### src/rtl/mio_bus_ctrl.sv
// mio_bus_ctrl: registered request/acknowledge MMIO bus controller routing CPU accesses to NSLV slave channels.
// Optional macro BUS_TIMEOUT_EN adds an ack timeout that completes the access and sets a sticky bus_err.
module mio_bus_ctrl #(
    parameter int                NSLV       = 4,
    parameter int                DW         = 32,
    parameter logic [NSLV*4-1:0] SLV_REGION = 16'hCFE0,
    parameter int                TIMEOUT    = 255
) (
    input  logic              clk,
    input  logic              rst,
    input  logic              cpu_req,
    input  logic              cpu_we,
    input  logic [31:0]       cpu_addr,
    input  logic [DW-1:0]     cpu_wdata,
    output logic [DW-1:0]     cpu_rdata,
    output logic              cpu_ready,
    output logic [NSLV-1:0]   slv_sel,
    output logic              slv_we,
    output logic [NSLV-1:0]   slv_rd,
    output logic [31:0]       slv_addr,
    output logic [DW-1:0]     slv_wdata,
    input  logic [NSLV*DW-1:0] slv_rdata,
    input  logic [NSLV-1:0]   slv_ack,
    output logic              bus_err
);

    localparam int CHW = (NSLV > 1) ? $clog2(NSLV) : 1;
    localparam logic [NSLV-1:0] SEL_ONE = NSLV'(1);

    if (NSLV < 2 || NSLV > 8 || TIMEOUT < 1) begin : g_param_check
        $error("mio_bus_ctrl: NSLV or TIMEOUT out of range");
    end

    typedef enum logic [1:0] {IDLE, ACCESS, DONE} state_t;

    state_t          state_q, state_d;
    logic [CHW-1:0]  ch_q, ch_d;
    logic [CHW-1:0]  dec_ch;
    logic [NSLV-1:0] slv_sel_q, slv_sel_d;
    logic [NSLV-1:0] slv_rd_q, slv_rd_d;
    logic            slv_we_q, slv_we_d;
    logic [31:0]     slv_addr_q, slv_addr_d;
    logic [DW-1:0]   slv_wdata_q, slv_wdata_d;
    logic [DW-1:0]   cpu_rdata_q, cpu_rdata_d;
    logic            cpu_ready_q, cpu_ready_d;

`ifdef BUS_TIMEOUT_EN
    localparam int CNT_W = ($clog2(TIMEOUT + 1) > 8) ? $clog2(TIMEOUT + 1) : 8;
    logic [CNT_W-1:0] cnt_q, cnt_d;
    logic             bus_err_q, bus_err_d;
`endif

    // Lowest-numbered matching channel wins, so scan downwards and let later hits override.
    always_comb begin
        dec_ch = '0;
        for (int i = NSLV - 1; i >= 1; i--) begin
            if (SLV_REGION[i*4 +: 4] == cpu_addr[31:28]) begin
                dec_ch = CHW'(i);
            end
        end
    end

    always_comb begin
        state_d     = state_q;
        ch_d        = ch_q;
        slv_sel_d   = slv_sel_q;
        slv_rd_d    = '0;
        slv_we_d    = slv_we_q;
        slv_addr_d  = slv_addr_q;
        slv_wdata_d = slv_wdata_q;
        cpu_rdata_d = cpu_rdata_q;
        cpu_ready_d = 1'b0;
`ifdef BUS_TIMEOUT_EN
        cnt_d       = cnt_q;
        bus_err_d   = bus_err_q;
`endif
        case (state_q)
            IDLE: begin
                if (cpu_req) begin
                    state_d     = ACCESS;
                    ch_d        = dec_ch;
                    slv_sel_d   = SEL_ONE << dec_ch;
                    slv_rd_d    = cpu_we ? '0 : (SEL_ONE << dec_ch);
                    slv_we_d    = cpu_we;
                    slv_addr_d  = cpu_addr;
                    slv_wdata_d = cpu_wdata;
`ifdef BUS_TIMEOUT_EN
                    cnt_d       = '0;
`endif
                end
            end
            ACCESS: begin
                if (slv_ack[ch_q]) begin
                    state_d     = DONE;
                    cpu_ready_d = 1'b1;
                    slv_sel_d   = '0;
                    slv_we_d    = 1'b0;
                    cpu_rdata_d = slv_we_q ? '0 : slv_rdata[int'(ch_q) * DW +: DW];
                end
`ifdef BUS_TIMEOUT_EN
                else begin
                    cnt_d = cnt_q + 1'b1;
                    if (cnt_d == CNT_W'(TIMEOUT)) begin
                        state_d     = DONE;
                        cpu_ready_d = 1'b1;
                        slv_sel_d   = '0;
                        slv_we_d    = 1'b0;
                        cpu_rdata_d = slv_we_q ? '0 : DW'(32'hDEADBEEF);
                        bus_err_d   = 1'b1;
                    end
                end
`endif
            end
            default: begin
                state_d = IDLE;
            end
        endcase
    end

    always_ff @(posedge clk or negedge rst) begin
        if (!rst) begin
            state_q     <= IDLE;
            ch_q        <= '0;
            slv_sel_q   <= '0;
            slv_rd_q    <= '0;
            slv_we_q    <= 1'b0;
            slv_addr_q  <= '0;
            slv_wdata_q <= '0;
            cpu_rdata_q <= '0;
            cpu_ready_q <= 1'b0;
`ifdef BUS_TIMEOUT_EN
            cnt_q       <= '0;
            bus_err_q   <= 1'b0;
`endif
        end else begin
            state_q     <= state_d;
            ch_q        <= ch_d;
            slv_sel_q   <= slv_sel_d;
            slv_rd_q    <= slv_rd_d;
            slv_we_q    <= slv_we_d;
            slv_addr_q  <= slv_addr_d;
            slv_wdata_q <= slv_wdata_d;
            cpu_rdata_q <= cpu_rdata_d;
            cpu_ready_q <= cpu_ready_d;
`ifdef BUS_TIMEOUT_EN
            cnt_q       <= cnt_d;
            bus_err_q   <= bus_err_d;
`endif
        end
    end

    assign cpu_rdata = cpu_rdata_q;
    assign cpu_ready = cpu_ready_q;
    assign slv_sel   = slv_sel_q;
    assign slv_rd    = slv_rd_q;
    assign slv_we    = slv_we_q;
    assign slv_addr  = slv_addr_q;
    assign slv_wdata = slv_wdata_q;
`ifdef BUS_TIMEOUT_EN
    assign bus_err   = bus_err_q;
`else
    assign bus_err   = 1'b0;
`endif

endmodule

### config.mk
export PLATFORM = sky130hd
export DESIGN_NAME = mio_bus_ctrl
export DESIGN_NICKNAME = d
export VERILOG_FILES = /design/src/rtl/mio_bus_ctrl.sv
export SDC_FILE = /design/constraint.sdc
export NUM_CORES = 1
export LEC_CHECK = 0
export ABC_CLOCK_PERIOD_IN_PS = 2070
export BUFFER_PORTS_ARGS = -buffer_cell sky130_fd_sc_hd__buf_4
export CORE_AREA = 2 2 118 120
export DETAILED_ROUTE_END_ITERATION = 12
export DIE_AREA = 0 0 120 122
export PLACE_DENSITY = 0.78
export SLEW_MARGIN = 20
export SYNTH_ARGS = -nofsm -noshare
export SYNTH_HDL_FRONTEND = slang
export SYNTH_SLANG_ARGS = --single-unit
### constraint.sdc
create_clock -name clk -period 2.07 [get_ports clk]
set_input_delay 0.207 -clock clk [delete_from_list [all_inputs] [get_ports clk]]
set_output_delay 0.207 -clock clk [all_outputs]
set_load 0.02 [all_outputs]
# ---- Word level (Yosys, flattened, before mapping)
# Cells that the tools add are included.
# Widths: inputs -> output; s select.
dict set report classes {
  n_addsub 0
  mul 0
  div 0
  n_lt_le_gt_ge 1
  eq_ne 6
  shifts 2
  mux 20
  bitwise_logic 0
  reduce_logical 6
}
# op n
set ops {}
lappend ops {{$shiftx 128x8->32} 1}
lappend ops {{$mux 32} 1}
lappend ops {{$mux 4} 5}
lappend ops {{$eq 4x4->1 const A} 3}
lappend ops {{$mux 2} 5}
lappend ops {{$pmux 4 s2} 1}
lappend ops {{$reduce_and 2->1} 3}
lappend ops {{$mux 1} 5}
lappend ops {{$ne 2x2->1 const B} 2}
lappend ops {{$pmux 2 s2} 1}
lappend ops {{$shl 1x2->4 const A} 1}
lappend ops {{$lt 2x3->1 const B} 1}
lappend ops {{$reduce_and 3->1} 1}
lappend ops {{$bmux 1 s2} 1}
lappend ops {{$eq 2x1->1 const B} 1}
lappend ops {{$logic_not 2->1} 1}
lappend ops {{$pmux 1 s2} 1}
lappend ops {{$reduce_bool 2->1} 1}
dict set report totals {
  register_bits 110
  latchBits 0
  mem_bits_rw 0
  mem_bits_ro 0
  input_bits 200
  n_memories 0
}

# ---- Logic depth before layout (Yosys ltp)
# Gate-level depths: netlist of run 1.
dict set report depth {
  word_depth 8
  mapped_depth 6
  ltp_nobuf 3
}

# ---- Worst setup path before layout of run 1
# No wires, ideal clock.
dict set report synth_path {
  path_type {reg2reg}
  start {register ch_q[0]}
  end {register cpu_rdata_q[17], in the netlist cpu_rdata[17]}
  t_arrival_ns 1.563
  slack_ns 0.380
  path_stages_with_launch 7
  n_path_buf 3
  synth_period_minus_slack_ns 1.690
  path_cell_list {dfrtp_1 > clkbuf_1 > or3b_1 > o22ai_2 > buf_6 > buf_6 > mux2_1}
}
dict set report synth_via {
  elab_chain_len 3
  word_cells_on_any_way 5
}
# item line_no
set synth_lines {}
lappend synth_lines {{start: declaration} 37} ;# logic [CHW-1:0] ch_q, ch_d;
lappend synth_lines {{start signal: assignment} 137} ;# ch_q <= ch_d;
lappend synth_lines {{branches (longest 3 deep; another with $shiftx 128x8->32)} n/a}
lappend synth_lines {{end signal: assignment} 143} ;# cpu_rdata_q <= cpu_rdata_d;
lappend synth_lines {{end: declaration} 44} ;# logic [DW-1:0] cpu_rdata_q, cpu_rdata_d;
# Parallel ways; which one is timed is not known. The select of a mux whose other input is x is not followed.
# A chain may end at the register's enable or synchronous reset.

# ---- Worst setup path in the final report of run 1
dict set report layout_path {
  start {register ch_q[0]}
  end {register cpu_rdata_q[24], in the netlist cpu_rdata[24]}
}
# Same word-level chain as after synthesis.

==> results of run 1 <==
power breakdown:
part	internal (mW)	total, mW	switching, mW
clock network	1.01	1.78	0.774
registers	3.14	3.69	0.557
logic	2.65	5.84	3.19
stage by stage:
step	hold slack, ns	area [um^2]	worst slack [ns]
global placement	0.180	7620	0.296
detailed placement	0.186	7620	0.255
floorplan	-0.0886	5100	0.380
CTS	0.0298	7940	0.237
finish	0.0429	7940	0.255
global route	0.0433	7940	0.192
worst max-delay path, delay by kind of cell, from the launching register on:
kind	cells	cell delay (ns)
flops	1	0.49
simple gates	1	0.41
mux	1	0.36
buf+inv	1	0.28
compound gates	1	0.16
flip-flops by register name, indices dropped and copies added (netlist names):
register   cells
slv_wdata     32
cpu_ready      1
slv_addr      32
ch_q           2
state_q        2
slv_rd         4
slv_we         1
cpu_rdata     32
slv_sel        4
worst paths after layout:
kind / from / to / slack [ns] / cells after the start
worst max-delay path: ch_q[0]$_DFFE_PN0P_ / cpu_rdata[24]$_DFFE_PN0P_ / 0.26 / 4
worst min-delay path: cpu_wdata[2] / slv_wdata[2]$_DFFE_PN0P_ / 0.04 / 3
worst max register to register: ch_q[0]$_DFFE_PN0P_ / cpu_rdata[24]$_DFFE_PN0P_ / 0.26 / 4
worst min register to register: slv_addr[9]$_DFFE_PN0P_ / slv_addr[9]$_DFFE_PN0P_ / 0.47 / 2
max in group asynchronous: rst / slv_addr[22]$_DFFE_PN0P_ / 1.00 / 3
min in group asynchronous: rst / cpu_rdata[15]$_DFFE_PN0P_ / 0.38 / 2
synth_stat cells:
master      n
nand2_1   202
dfrtp_1   110
mux2i_1    67
o22ai_1    37
mux2_2     18
clkbuf_1   17
mux2_1     14
buf_2      10
buf_4       4
buf_6       3
nor3_1      3
o21ai_0     3
buf_1       2
nand2b_1    2
a21oi_1     1
and3b_1     1
conb_1      1
inv_1       1
nand3b_1    1
nand4_1     1
nor3b_1     1
nor4b_1     1
o22ai_2     1
o31ai_1     1
or2_2       1
or3b_1      1
or3b_2      1
xor2_1      1
logic make-up (layout without fill, tap and decap cells):
family	count (synthesis)	in the layout
compound gates	43	43
xor+xnor	1	1
buf+inv	37	336
flops	110	110
mux	99	99
other cells	1	2
simple gates	215	215
metal layers:
| metal | share of wire (%) | wire length, um |
|---|---|---|
| met1 | 38 | 6180 |
| met2 | 50 | 8060 |
| met3 | 7.9 | 1270 |
| met4 | 3.8 | 609 |
| met5 | 0 | 0 |
cell type report:
cell class | instances | area [um^2] | share of cell area (%)
diodes | 1 | 2.50 | 0.0315
multi-input cells | 359 | 2180 | 27.4
inverters | 1 | 3.75 | 0.0473
flip-flops and latches | 110 | 2760 | 34.7
clock buffers | 13 | 260 | 3.28
well taps | 180 | 225 | 2.84
repair buffers | 319 | 2470 | 31.1
clock inverters | 3 | 42.5 | 0.536
what timing repair did:
| item | 4_1_cts | 5_1_grt |
|---|---|---|
| hold buffers | 1 | 0 |
| hold endpoints to repair | 31 | 0 |
| buffers inserted | 0 | 0 |
==> impl_metrics.tcl, run 1 <==
set metrics [dict create \
    status "finished clean" \
    wl_per_cell_um 16.3 \
    place_inst 968 \
    ctsResizeCount 0 \
    synth.largest_area_cell "dfrtp_1" \
    grt-ovfl-total 0 \
    dieArea_um2 14600 \
    synth_nets 706 \
    maxCapViolCount 0 \
    grt_max_degree 66 \
    layout-drive-gt1-share_pct 44.1 \
    synth_top_family_by_area "multiplexers" \
    period_needed_ns 1.81 \
    crit_path_end_kind "flip-flop" \
    final-setup-viol-count 0 \
    antenna_found_initial 0 \
    die_x_um 120 \
    ir_worst_vdd_v 0.000764 \
    netlist_area_um2 5100 \
    fin_crit_sh_pct 87.7 \
    arrival_ns 2.05 \
    avgViaCountPerCell 4.82 \
    finalWirelength_um 16100 \
    area_delta_synth_final_pct 55.5 \
    core_area_um2 13500 \
    stdcell_count 986 \
    clkSlewWorstSetupHoldPaths_ns 0.07 \
    finalPower_mw 11.3 \
    synthCells 506 \
    holdCritPathClass "in2reg" \
    avgSynthCellArea_um2 10.1 \
    cts_num_sinks 110 \
    grt_pass1_vias 4758 \
    boundaryPins 307 \
    ys_seq_elements 110 \
    synth-simple-area-share_pct 16.6 \
    fmax_ghz 0.551 \
    hold_viol 0 \
    cp_slowest_cell "dfrtp_4" \
    route.detailed.drc 0 \
    finalClockSkew_ns 0.00908 \
    drtPass1Iterations 5 \
    portBuffers 305 \
    chipHeight_um 122 \
    hpwl_um 12200 \
    cts_tree "built" \
    path_class "reg2reg" \
    htreeDepth 3 \
    grtUsageMet3_pct 6.32 \
    cts_buffers 9 \
    use_met1_pct 23.8 \
    gr-max-usage-layer "met2" \
    synth_adder_area_share_pct 0 \
    nNetsFinal 1000 \
    cp.required_ns 2.30 \
    yosys_warnings 0 \
    rows 43 \
    final_cell_mix "312 x buf_4, 202 x nand2_1, 109 x dfrtp_1" \
    layout_commonest_cell "buf_4" \
    root_buffer "clkbuf_16" \
    synth.top_cell.area_share_pct 53.9 \
    rsz0062_at_grt "no" \
    power_leakage_nw 4.07 \
    fin_util_pct 58.8 \
    start_util_pct 37.8 \
    num-fill-cells 1196 \
    yosys.area_share.xor_xnor_pct 0.172 \
    yosysSeqAreaShare_pct 53.9 \
    path_cells "or3b_1 > o22ai_4 > buf_4 > mux2_1" \
    power.density_nw_per_um2 1420 \
    clk_path_buf_depth 2 \
    timing.setup.tns_ns 0 \
    clock_latency_ns 0.35 \
    synthMuxAreaShare_pct 20.2 \
    place.gp.congestion 0.848 \
    grt_pass1_wl_um 24300 \
    synth_area_leaders "dfrtp_1 54%, nand2_1 15%, mux2i_1 13%, o22ai_1 4.5%, mux2_2 4.0%" \
    start_kind "flip-flop" \
    grt.total_usage_pct 21.6 \
    cpPeakStageDelay_ns 0.49 \
    crit_fanout 16 \
    drv_slew 0 \
    ant_nets 0 \
    vias 4751 \
    grt_util_met2_pct 37.6 \
    synth_compound_area_share_pct 5.32 \
    first_iter_violations 195 \
    synth.distinct_cells 28 \
]
Note: power is estimated with default switching activity, not from simulation.
==> run 2: changes to the inputs <==
Settings changed: ABC_CLOCK_PERIOD_IN_PS 2070 to 2300, CORE_AREA 2 2 118 120 to 2 2 121 123, DIE_AREA 0 0 120 122 to 0 0 123 125, PLACE_DENSITY 0.78 to 0.75.
Clock period 2.07 ns to 2.3 ns, I/O delays scaled along.
==> run 2 against run 1 <==
Combinational power down 9.9%. Sequential power down 10%. Count of clock-buffer cells in the layout fell by 3. Largest cell class unchanged. Highest routed layer unchanged.
==> impl_metrics.tcl, run 2 (synthesis results as in run 1) <==
set metrics [dict create \
    status "finished clean" \
    cp_slowest_cell "o22ai_4" \
    hold_viol 0 \
    clkSlewWorstSetupHoldPaths_ns 0.07 \
    first_iter_violations 189 \
    hpwl_um 11900 \
    holdCritPathClass "in2reg" \
    finalWirelength_um 16100 \
    chipHeight_um 125 \
    nNetsFinal 1000 \
    route.detailed.drc 0 \
    final_cell_mix "314 x buf_4, 202 x nand2_1, 109 x dfrtp_1" \
    area_delta_synth_final_pct 55.9 \
    clk_path_buf_depth 2 \
    cts_num_sinks 110 \
    start_util_pct 35.9 \
    min_path_cells 3 \
    boundaryPins 307 \
    cp.required_ns 2.53 \
    maxCapViolCount 0 \
    power_leakage_nw 4.09 \
    crit_fanout 18 \
    ff2ff_setup_slack_ns 0.18 \
    start_kind "flip-flop" \
    cts_buffers 9 \
    core_area_um2 14200 \
    cpPeakStageDelay_ns 0.54 \
    layout-drive-gt1-share_pct 44.2 \
    rows 44 \
    antenna_found_initial 0 \
    reg2reg_depth 4 \
    grt_max_degree 67 \
    timing.setup.tns_ns 0 \
    diodes 0 \
    finalClockSkew_ns 0.00708 \
    reg2reg_to "cpu_rdata[3]$_DFFE_PN0P_" \
    path_cells "or3b_1 > o22ai_4 > buf_16 > mux2_2" \
    ir_worst_vdd_v 0.000590 \
    place.gp.congestion 0.759 \
    avgViaCountPerCell 4.76 \
    drv_slew 0 \
    grt_pass1_vias 4888 \
    grt-ovfl-total 0 \
    die_x_um 123 \
    holdPathEnd "slv_addr[12]$_DFFE_PN0P_" \
    hold_path.startpoint "cpu_addr[12]" \
    power.density_nw_per_um2 1300 \
    vias 4711 \
    rsz0062_at_grt "no" \
    post_cts.repair.setup_buffers 0 \
    clock_latency_ns 0.34 \
    period_needed_ns 2.12 \
    path_class "reg2reg" \
    finalPower_mw 10.3 \
    drtPass1Iterations 4 \
    fmax_ghz 0.472 \
    wl_per_cell_um 16.2 \
    ant_nets 0 \
    crit_path_end_kind "flip-flop" \
    tightest_slew_ns 0.702 \
    dieArea_um2 15400 \
    layout_commonest_cell "buf_4" \
    root_buffer "clkbuf_16" \
    r2r-start "ch_q[0]$_DFFE_PN0P_" \
    ctsResizeCount 0 \
    final-setup-viol-count 0 \
    slew_headroom_pct 53.2 \
    grt_pass1_wl_um 25000 \
    grt.total_usage_pct 20.9 \
    htreeDepth 3 \
    cts_tree "built" \
    arrival_ns 2.34 \
    fin_crit_sh_pct 92.1 \
    portBuffers 305 \
]
## run 2: cell types whose count changed in the layout (fill, tap and decap cells not counted), sizes merged
cell | previous run | this run
bufinv | 1 | 3
inv | 1 | 2
clkinvlp | 1 | 0
clkbuf | 13 | 10
clkinv | 1 | 2
diode | 1 | 0
## run 2: repair_timing
| action | in CTS | in global routing |
|---|---|---|
| hold buffers | 1 | 0 |
| hold endpoints to repair | 37 | 0 |
| setup endpoints to repair | 0 | 0 |
## run 2: how the worst max path moves through the flow
stage,startpoint,slack [ns],endpoint
2_1_floorplan,ch_q[0]$_DFFE_PN0P_,0.61,cpu_rdata[17]$_DFFE_PN0P_
3_3_place_gp,ch_q[0]$_DFFE_PN0P_,0.04,cpu_rdata[14]$_DFFE_PN0P_
3_5_place_dp,ch_q[0]$_DFFE_PN0P_,0.03,cpu_rdata[11]$_DFFE_PN0P_
4_1_cts,ch_q[0]$_DFFE_PN0P_,0.004,cpu_rdata[11]$_DFFE_PN0P_
5_1_grt,ch_q[0]$_DFFE_PN0P_,0.10,cpu_rdata[12]$_DFFE_PN0P_
6_report,ch_q[0]$_DFFE_PN0P_,0.18,cpu_rdata[3]$_DFFE_PN0P_
## run 2: per-stage QoR
| stage | hold WS, ns | cell area, um^2 | instances | util, % | worst slack (ns) |
|---|---|---|---|---|---|
| final | 0.0691 | 7960 | 989 | 56.0 | 0.181 |
| after global routing | 0.0492 | 7960 | 989 | 56.0 | 0.100 |
| after CTS | 0.0513 | 7930 | 988 | 55.8 | 0.00403 |
| after detailed placement | 0.253 | 7580 | 971 | 53.4 | 0.0295 |
| after global placement | 0.249 | 7580 | 971 | 53.4 | 0.0427 |
| after floorplan | -0.0656 | 5100 | 506 | - | 0.610 |
## run 2: where the power goes
part / internal, mW / switching [mW] / leakage (nW)
Clock: 1.07 / 0.707 / 0.167
Combinational: 2.36 / 2.90 / 2.55
Sequential: 2.82 / 0.492 / 1.37
Total: 6.25 / 4.10 / 4.09
## run 2: critical path, delay by kind of cell, from the launching register on
family	cells	cell delay [ns]
AND/OR/NAND/NOR	1	0.41
AO/OA/AOI/OAI	1	0.54
buffers and inverters	1	0.23
multiplexers	1	0.34
flip-flops	1	0.47
## run 2: metal layers
layer / GRT usage [%] / part of all wire [%] / vias up
li1: - / - / 2283
met1: 23.9 / 38 / 2214
met2: 36.3 / 50 / 195
met3: 6.66 / 9.6 / 19
met4: 7.89 / 2.2 / 0
met5: 0 / 0 / -
## run 2: area by class of cell
| cell class | count | area, um^2 |
|---|---|---|
| clock buffer | 10 | 229 |
| clock inverter | 6 | 109 |
| fill | 1295 | 6240 |
| inverter | 1 | 3.75 |
| multi-input combinational | 359 | 2180 |
| sequential | 110 | 2760 |
| tap | 184 | 230 |
| timing repair buffer | 319 | 2450 |
